--- src/rtl/neopixel_strip_driver.sv ---
// -----------------------------------------------------------------------------
// neopixel_strip_driver
//   WS2812-class strip driver. Holds up to NUM_PIXELS colour words in a local
//   buffer and serialises the first len_q of them (pixel 0 first, MSB first)
//   onto one data line, followed by a low latch gap. Optional free-running
//   refresh restarts the frame directly out of the latch gap.
//
// Ports
//   CLOCK_50    in   single clock, rising edge
//   reset_n     in   asynchronous active-low reset
//   wr_en       in   pixel buffer write strobe (honoured only while ready)
//   wr_addr     in   pixel index to write (>= NUM_PIXELS ignored)
//   wr_data     in   colour word to write
//   len         in   pixels per frame, sampled on accepted go (0 or too big = all)
//   go          in   start a frame (honoured only while ready)
//   repeat_en   in   refresh continuously; sampled in the last latch cycle
//   ready       out  idle, go and writes are accepted
//   frame_done  out  one-cycle pulse after the final latch cycle
//   neo_out     out  serial data line
// -----------------------------------------------------------------------------
module neopixel_strip_driver #(
    parameter int NUM_PIXELS = 8,
    parameter int COLOR_BITS = 24,
    parameter int T0H        = 20,
    parameter int T1H        = 40,
    parameter int T_BIT      = 63,
    parameter int T_LATCH    = 3000,
    parameter int AW         = $clog2(NUM_PIXELS)
) (
    input  logic                  CLOCK_50,
    input  logic                  reset_n,
    input  logic                  wr_en,
    input  logic [AW-1:0]         wr_addr,
    input  logic [COLOR_BITS-1:0] wr_data,
    input  logic [AW:0]           len,
    input  logic                  go,
    input  logic                  repeat_en,
    output logic                  ready,
    output logic                  frame_done,
    output logic                  neo_out
);

    localparam int TMAX = (T_BIT > T_LATCH) ? T_BIT : T_LATCH;
    localparam int TW   = $clog2(TMAX + 1);
    localparam int BW   = (COLOR_BITS > 1) ? $clog2(COLOR_BITS) : 1;
    localparam int MSB  = COLOR_BITS - 1;

    // Timer reload values are "duration - 1": the timer counts down to 0 and
    // the phase ends on the cycle it reads 0.
    localparam logic [TW-1:0] T0H_M1  = TW'(T0H - 1);
    localparam logic [TW-1:0] T1H_M1  = TW'(T1H - 1);
    localparam logic [TW-1:0] T0L_M1  = TW'(T_BIT - T0H - 1);
    localparam logic [TW-1:0] T1L_M1  = TW'(T_BIT - T1H - 1);
    localparam logic [TW-1:0] TLAT_M1 = TW'(T_LATCH - 1);
    localparam logic [BW-1:0] LAST_BIT = BW'(COLOR_BITS - 1);
    localparam logic [AW:0]   NP_LEN   = (AW + 1)'(NUM_PIXELS);

    typedef enum logic [1:0] {S_IDLE, S_HIGH, S_LOW, S_LATCH} state_t;

    state_t                state_q;
    logic [TW-1:0]         timer_q;
    logic [BW-1:0]         bit_q;
    logic [AW-1:0]         pix_q;
    logic [AW:0]           len_q;
    logic [COLOR_BITS-1:0] shift_q;
    logic                  ready_q;
    logic                  frame_done_q;
    logic                  neo_q;

    // Pixel buffer: deliberately not reset.
    logic [COLOR_BITS-1:0] mem_q [NUM_PIXELS];

    logic                  addr_ok;
    logic                  wr_accept;
    logic [COLOR_BITS-1:0] pix0_d;
    logic [AW-1:0]         pix_nxt_d;
    logic [COLOR_BITS-1:0] shift_d;
    logic [AW:0]           len_d;
    logic                  last_bit_d;

    // With a power-of-two depth every address is in range.
    generate
        if ((1 << AW) == NUM_PIXELS) begin : g_addr_pow2
            assign addr_ok = 1'b1;
        end else begin : g_addr_npow2
            assign addr_ok = (wr_addr < AW'(NUM_PIXELS));
        end
    endgenerate

    assign wr_accept = ready_q & wr_en & addr_ok;

    always_ff @(posedge CLOCK_50) begin
        if (wr_accept) begin
            mem_q[wr_addr] <= wr_data;
        end
    end

    // A write to pixel 0 in the same cycle as go must be what gets sent, so
    // bypass the buffer for the first load.
    assign pix0_d    = (wr_accept && (wr_addr == '0)) ? wr_data : mem_q[0];
    assign pix_nxt_d = pix_q + 1'b1;
    // Next shift-register contents: reload at a pixel boundary, else shift.
    assign shift_d   = (bit_q == LAST_BIT) ? mem_q[pix_nxt_d]
                                           : {shift_q[MSB-1:0], 1'b0};
    assign len_d     = ((len == '0) || (len > NP_LEN)) ? NP_LEN : len;
    assign last_bit_d = (bit_q == LAST_BIT) && ({1'b0, pix_q} == (len_q - 1'b1));

    always_ff @(posedge CLOCK_50 or negedge reset_n) begin
        if (!reset_n) begin
            state_q      <= S_IDLE;
            timer_q      <= '0;
            bit_q        <= '0;
            pix_q        <= '0;
            len_q        <= '0;
            shift_q      <= '0;
            ready_q      <= 1'b1;
            frame_done_q <= 1'b0;
            neo_q        <= 1'b0;
        end else begin
            frame_done_q <= 1'b0;
            case (state_q)
                S_IDLE: begin
                    if (go) begin
                        len_q   <= len_d;
                        shift_q <= pix0_d;
                        bit_q   <= '0;
                        pix_q   <= '0;
                        timer_q <= pix0_d[MSB] ? T1H_M1 : T0H_M1;
                        neo_q   <= 1'b1;
                        ready_q <= 1'b0;
                        state_q <= S_HIGH;
                    end
                end
                S_HIGH: begin
                    if (timer_q == '0) begin
                        timer_q <= shift_q[MSB] ? T1L_M1 : T0L_M1;
                        neo_q   <= 1'b0;
                        state_q <= S_LOW;
                    end else begin
                        timer_q <= timer_q - 1'b1;
                    end
                end
                S_LOW: begin
                    if (timer_q != '0) begin
                        timer_q <= timer_q - 1'b1;
                    end else if (last_bit_d) begin
                        timer_q <= TLAT_M1;
                        state_q <= S_LATCH;
                    end else begin
                        shift_q <= shift_d;
                        if (bit_q == LAST_BIT) begin
                            bit_q <= '0;
                            pix_q <= pix_nxt_d;
                        end else begin
                            bit_q <= bit_q + 1'b1;
                        end
                        timer_q <= shift_d[MSB] ? T1H_M1 : T0H_M1;
                        neo_q   <= 1'b1;
                        state_q <= S_HIGH;
                    end
                end
                S_LATCH: begin
                    if (timer_q != '0) begin
                        timer_q <= timer_q - 1'b1;
                    end else begin
                        frame_done_q <= 1'b1;
                        bit_q        <= '0;
                        pix_q        <= '0;
                        if (repeat_en) begin
                            // Restart straight from the latch gap; len_q kept.
                            shift_q <= pix0_d;
                            timer_q <= pix0_d[MSB] ? T1H_M1 : T0H_M1;
                            neo_q   <= 1'b1;
                            state_q <= S_HIGH;
                        end else begin
                            ready_q <= 1'b1;
                            state_q <= S_IDLE;
                        end
                    end
                end
                default: begin
                    state_q <= S_IDLE;
                    ready_q <= 1'b1;
                    neo_q   <= 1'b0;
                end
            endcase
        end
    end

    assign ready      = ready_q;
    assign frame_done = frame_done_q;
    assign neo_out    = neo_q;

endmodule

--- config.mk ---
export PLATFORM = sky130hd
export DESIGN_NAME = neopixel_strip_driver
export DESIGN_NICKNAME = d
export VERILOG_FILES = /design/src/rtl/neopixel_strip_driver.sv
export SDC_FILE = /design/constraint.sdc
export NUM_CORES = 1
export LEC_CHECK = 0
export CAP_MARGIN = 0
export CORE_MARGIN = 3
export CORE_UTILIZATION = 35
export DETAILED_ROUTE_END_ITERATION = 12
export MAX_ROUTING_LAYER = met4
export PLACE_DENSITY_LB_ADDON = 0.2
export RECOVER_POWER = 50
export SYNTH_ARGS = -nofsm -noshare
export SYNTH_HDL_FRONTEND = slang
export SYNTH_SLANG_ARGS = --single-unit
--- constraint.sdc ---
create_clock -name CLOCK_50 -period 2.6 [get_ports CLOCK_50]
set_input_delay 0.52 -clock CLOCK_50 [delete_from_list [all_inputs] [get_ports CLOCK_50]]
set_output_delay 0.52 -clock CLOCK_50 [all_outputs]
set_load 0.01 [all_outputs]
Yosys cells after proc, flatten, opt, wreduce, memory -nomap -nowiden
Memory sizes are Yosys's and may differ from the RTL's.
Index checks and enable logic that the tools add are counted.
- logic and storage cells: 101
- memory bits (writable): 192
- register bits: 53
- bits in read-only memories: 0
- memories kept: 1
- latch bits: 0
- bits of input ports: 36
- shift-type cells: 0
- multiply operators: 0
- multiplexer cells: 53
- magnitude comparators: 1
- $add $sub $neg: 4
- bitwise gates (word level): 1
- divide/modulo/power cells: 0
- equal/unequal tests: 14
- reduce and logical (&&, ||, !) cells: 18
- memory list (memory ; depth ; width ; read ports ; clocked after Yosys merged registers in ; wr ports ; line ; source):
    mem_q ; 8 ; 24 ; 2 ; 0 ; 1 ; 71 ; logic [COLOR_BITS-1:0] mem_q [NUM_PIXELS];
- operators by type and width (cell ; number):
    2-to-1 mux 24 bit ; 7
    2-to-1 mux 12 bit ; 6
    case mux 24 bit (3 select lines) ; 1
    case mux 12 bit (4 select lines) ; 1
    2-to-1 mux 5 bit ; 5
    2-to-1 mux 6 bit ; 3
    AND reduction 6 bit ; 3
    != test 2 bit, second input constant ; 8
    2-to-1 mux 3 bit ; 5
    case mux 5 bit (3 select lines) ; 1
    2-to-1 mux 1 bit ; 14
    zero test 12 bit ; 1
    nonzero test 12 bit ; 1
    subtractor 12 x 1 -> 12 bit, second input constant ; 1
    2-to-1 mux 2 bit ; 5
    case mux 3 bit (3 select lines) ; 1
    case mux 2 bit (4 select lines) ; 1
    AND reduction 4 bit ; 2
    adder 5 x 1 -> 5 bit, second input constant ; 1
    equality test 5 bit, second input constant ; 1
    AND reduction 5 bit ; 1
    equality test 2 bit, second input constant ; 2
    equality test 3 x 4 -> 1 bit ; 1
    greater-than comparator 4 bit, second input constant ; 1
    other kinds (16) ; 18

Depth between registers and ports, before layout
- depth in word-level cells: 7
- mapped depth: 9
- gate-level depth less buffers: 7

Least setup slack after synthesis
OpenSTA, ideal clock, no wires.
- path type: flip-flop to flip-flop
- start: reg ready_q (netlist: ready)
- end: mem mem_q[2][0] (enable)
- arrival: 2.388 ns
- buffers on the path: 0
- stages on the path, launching flop included: 3
- path slack: -0.224 ns
- required time: 2.165 ns
- setup time: 0.435 ns
- cell sequence: dfstp_2 -> nand3_1 -> nor3_1
- longest elaborated chain between the ends: 3
- ends and longest elaborated chain (what ; line ; source):
    from (decl) ; 66 ; logic ready_q;
    from (signal assigned) ; 116 ; ready_q <= 1'b1;
    from (signal assigned) ; 130 ; ready_q <= 1'b0;
    from (signal assigned) ; 176 ; ready_q <= 1'b1;
    bitwise AND 1 bit ; 90 ; assign wr_accept = ready_q & wr_en & addr_ok;
    2-to-1 mux 1 bit ; 93 ; if (wr_accept) begin
    2-to-1 mux 1 bit (implied by the code) ; 94 ; mem_q[wr_addr] <= wr_data;
    to (decl) ; 71 ;
Every way passes these cells.

Final worst setup path
- start: reg timer_q[1]
- end: reg shift_q[3]
- longest elaborated chain between the ends: 3
- ends and longest elaborated chain (what ; line ; source):
    from (decl) ; 61 ; logic [TW-1:0] timer_q;
    from (signal assigned) ; 128 ; timer_q <= pix0_d[MSB] ? T1H_M1 : T0H_M1;
    from (signal assigned) ; 136 ; timer_q <= shift_q[MSB] ? T1L_M1 : T0L_M1;
    from (signal assigned) ; 140 ; timer_q <= timer_q - 1'b1;
    nonzero test 12 bit (*) ; 144, 163 ;
    != test 2 bit (no line) ; n/a ;
    AND reduction 6 bit (no line) (*) ; n/a ;
    to (signal assigned) ; 125 ; shift_q <= pix0_d;
    to (signal assigned) ; 150 ; shift_q <= shift_d;
    to (signal assigned) ; 171 ; shift_q <= pix0_d;
    to (decl) ; 65 ; logic [COLOR_BITS-1:0] shift_q;
Mark *: on every way between the ends. The rest lies on a longest branch, timed or not.
A chain may end at the register's enable or synchronous reset.

==> results.py <==
metrics = {
    "layout": {
        "layout_common_cells": "edfxtp_1 (192), dfrtp_1 (51), mux4_2 (48), mux2i_1 (48), nand3_1 (31)",
        "layout.nets": 763,
        "fin_util": 0.4293,
        "drive_above_1_share": 0.2113,
        "fin_cells": 1134,
        "areaGrowthSynthToFinish_pct": 20.27,
        "layout_commonest_cell": "edfxtp_1",
    },
    "die": {
        "fp.dieW_um": 180.3,
        "die_area_mm2": 0.03251,
        "core-area_mm2": 0.02980,
        "start_util": 0.3569,
        "rows": 63,
        "die_y_um": 180.3,
        "io_pins": 39,
    },
    "clock_network": {
        "htree_levels": 1,
        "numCtsBuffers": 27,
        "cts_root_buf": "clkbuf_16",
        "clockBufferDepth": 3,
        "clk_latency_ps": 540,
        "cts_tree": "built",
        "cts.sinks": 245,
        "cts_setup_buffers": 0,
        "path_clk_slew_ps": 60,
    },
    "global_route": {
        "antenna_found_initial": 1,
        "grt_pass1_vias": 6655,
        "grt_pass1_wl_mm": 38.52,
        "grt_use_total": 0.1538,
        "grt_overflow": 0,
        "grt_start_max_net_pins": 54,
    },
    "detailed_routing": {
        "dr.pass1.iters": 4,
        "avgRoutedWirePerCell_um": 21.44,
        "via_per_inst": 5.407,
        "routed-via-count": 6132,
        "drc_errors": 0,
        "drtIter0Drc": 541,
        "antenna_left": 0,
        "routed_wl_mm": 24.31,
    },
    "timing": {
        "fin_crit_ps": 2441,
        "worst_slack_ps": 158.9,
        "setup_tns_ps": 0,
        "slew_headroom": -0.007547,
        "max_freq_mhz": 409.7,
        "tightest_slew_ps": 1511,
        "finalHoldViolations": 0,
        "fin_crit_sh": 0.9389,
        "finalMaxSlewViolations": 54,
        "setup_viol": 0,
        "skew_ps": 12.33,
        "rsz0062_at_grt": "no",
    },
    "power_and_ir_drop": {
        "power.density_mw_per_mm2": 797.7,
        "p_leak_nw": 4.399,
        "ir_drop_uv": 435.8,
    },
    "synth": {
        "netlist_area_mm2": 0.01064,
        "synth-edff-count": 192,
        "syn-instance-count": 651,
        "yosysSeqAreaShare": 0.6669,
        "ys.flop_type": "edfxtp_1",
        "syn_avg_cell_area_um2": 16.34,
        "yosys_warnings": 0,
        "synth-seq-cells": 245,
        "async_flop_share": 0.2163,
        "synthDistinctLibCells": 59,
        "synth_nets": 692,
    },
    "status": {
        "status": "finished with violations",
        "failed_checks": "capacitance limit, slew limit",
    },
    "place": {
        "numPortBuffers": 38,
        "place_inst": 1082,
        "hpwl_mm": 13.98,
        "pre_cts_slack_ps": -35.54,
        "gp_congestion": 0.8415,
    },
    "critical_path": {
        "path_class": "reg2reg",
        "path_max_fanout": 24,
        "cp-end-kind": "flip-flop",
        "cp_data_arrival_time_ps": 2860,
        "critPathLaunchType": "flip-flop",
        "critPathRequiredTime_ps": 3020,
    },
    "run": {
        "maxCapViolations": 1,
    },
    "hold_path": {
        "hp-class": "reg2reg",
    },
}
## critical path: stages (launching register included)
cell and delay, ps:
dfrtp_1 400, inv_1 100, ha_1 200, or4b_4 520
nor4_4 220, nand2b_2 110, a21oi_4 180, buf_12 210
mux2_2 350
## sequential cells by signal, indices dropped and copies added (netlist names)
register and flops:
mem_q 192, shift_q 24, timer_q 12, bit_q 5, len_q 4, pix_q 3
state_q 2, frame_done 1, neo_out 1, ready 1
## timing repair
action                     CTS  global route
hold buffers                 1             0
hold endpoints to repair    52             0
gates resized for setup      0             1
setup endpoints to repair    0            29
## cell families (layout without fill, tap and decap cells)
kind of cell / count (synthesis) / count (layout) / share of synthesized area
compound gates: 103 / 103 / 0.06647
flops: 245 / 245 / 0.6669
xor+xnor: 5 / 5 / 0.005411
other cells: 0 / 1 / 0
simple gates: 127 / 127 / 0.06530
fa+ha+maj: 5 / 5 / 0.005882
mux: 119 / 119 / 0.1712
buf+inv: 47 / 139 / 0.01882
## path summary, 6_finish.rpt
check / from / end / slack (ps) / depth (start not counted)
max in group asynchronous: reset_n / pix_q[0] / 540 / 3
worst min register to register: shift_q[6] / shift_q[6] / 490 / 1
worst max register to register: timer_q[1] / shift_q[3] / 160 / 8
worst min-delay path: shift_q[6] / shift_q[6] / 490 / 1
worst max-delay path: timer_q[1] / shift_q[3] / 160 / 8
min in group asynchronous: reset_n / bit_q[1] / 980 / 3
## layout make-up
cell class / instances / area [um^2]
well taps: 390 / 488.0
multi-input cells: 359 / 3401
repair buffers: 79 / 850.8
clock inverters: 17 / 196.4
inverters: 10 / 37.54
flip-flops and latches: 245 / 7097
clock buffers: 33 / 718.2
diodes: 1 / 2.502
fillers: 2668 / 17010
## power breakdown
part | total (mW) | internal [mW] | switching, mW
registers | 4.81 | 4.55 | 0.257
logic | 1.48 | 0.683 | 0.801
clock network | 3.91 | 2.37 | 1.55
total | 10.2 | 7.60 | 2.60
## Yosys cell counts, types with 7 or more instances
library cell | instances | area share
clkbuf_1 | 23 | 0.0081
o21ai_0 | 25 | 0.012
inv_1 | 10 | 0.0035
o221ai_1 | 22 | 0.018
buf_2 | 7 | 0.0033
dfrtp_1 | 52 | 0.12
nand2_1 | 23 | 0.0081
nor3_1 | 7 | 0.0033
edfxtp_1 | 192 | 0.54
mux2i_1 | 48 | 0.045
and3_1 | 7 | 0.0041
nand3_1 | 31 | 0.015
a21oi_1 | 20 | 0.0094
mux2_1 | 19 | 0.020
nor2_1 | 21 | 0.0074
mux4_2 | 48 | 0.10
## per-stage QoR
step	power, mW	area [um^2]	hold slack, ps
2_1_floorplan	5.833	10640	224.4
3_3_place_gp	6.320	11880	467.3
3_5_place_dp	6.373	11880	475.7
4_1_cts	10.32	12810	489.6
5_1_grt	10.67	12790	508.9
6_report	10.20	12790	488.5
## layer usage
layer	global-route usage	wire length (um)	part of all wire
met3	0.02887	1147	0.047
met1	0.2043	10930	0.45
met5	-	0	0
met2	0.2453	11660	0.48
met4	0.04145	576	0.024
No activity file was read; power rests on OpenSTA's default activity.
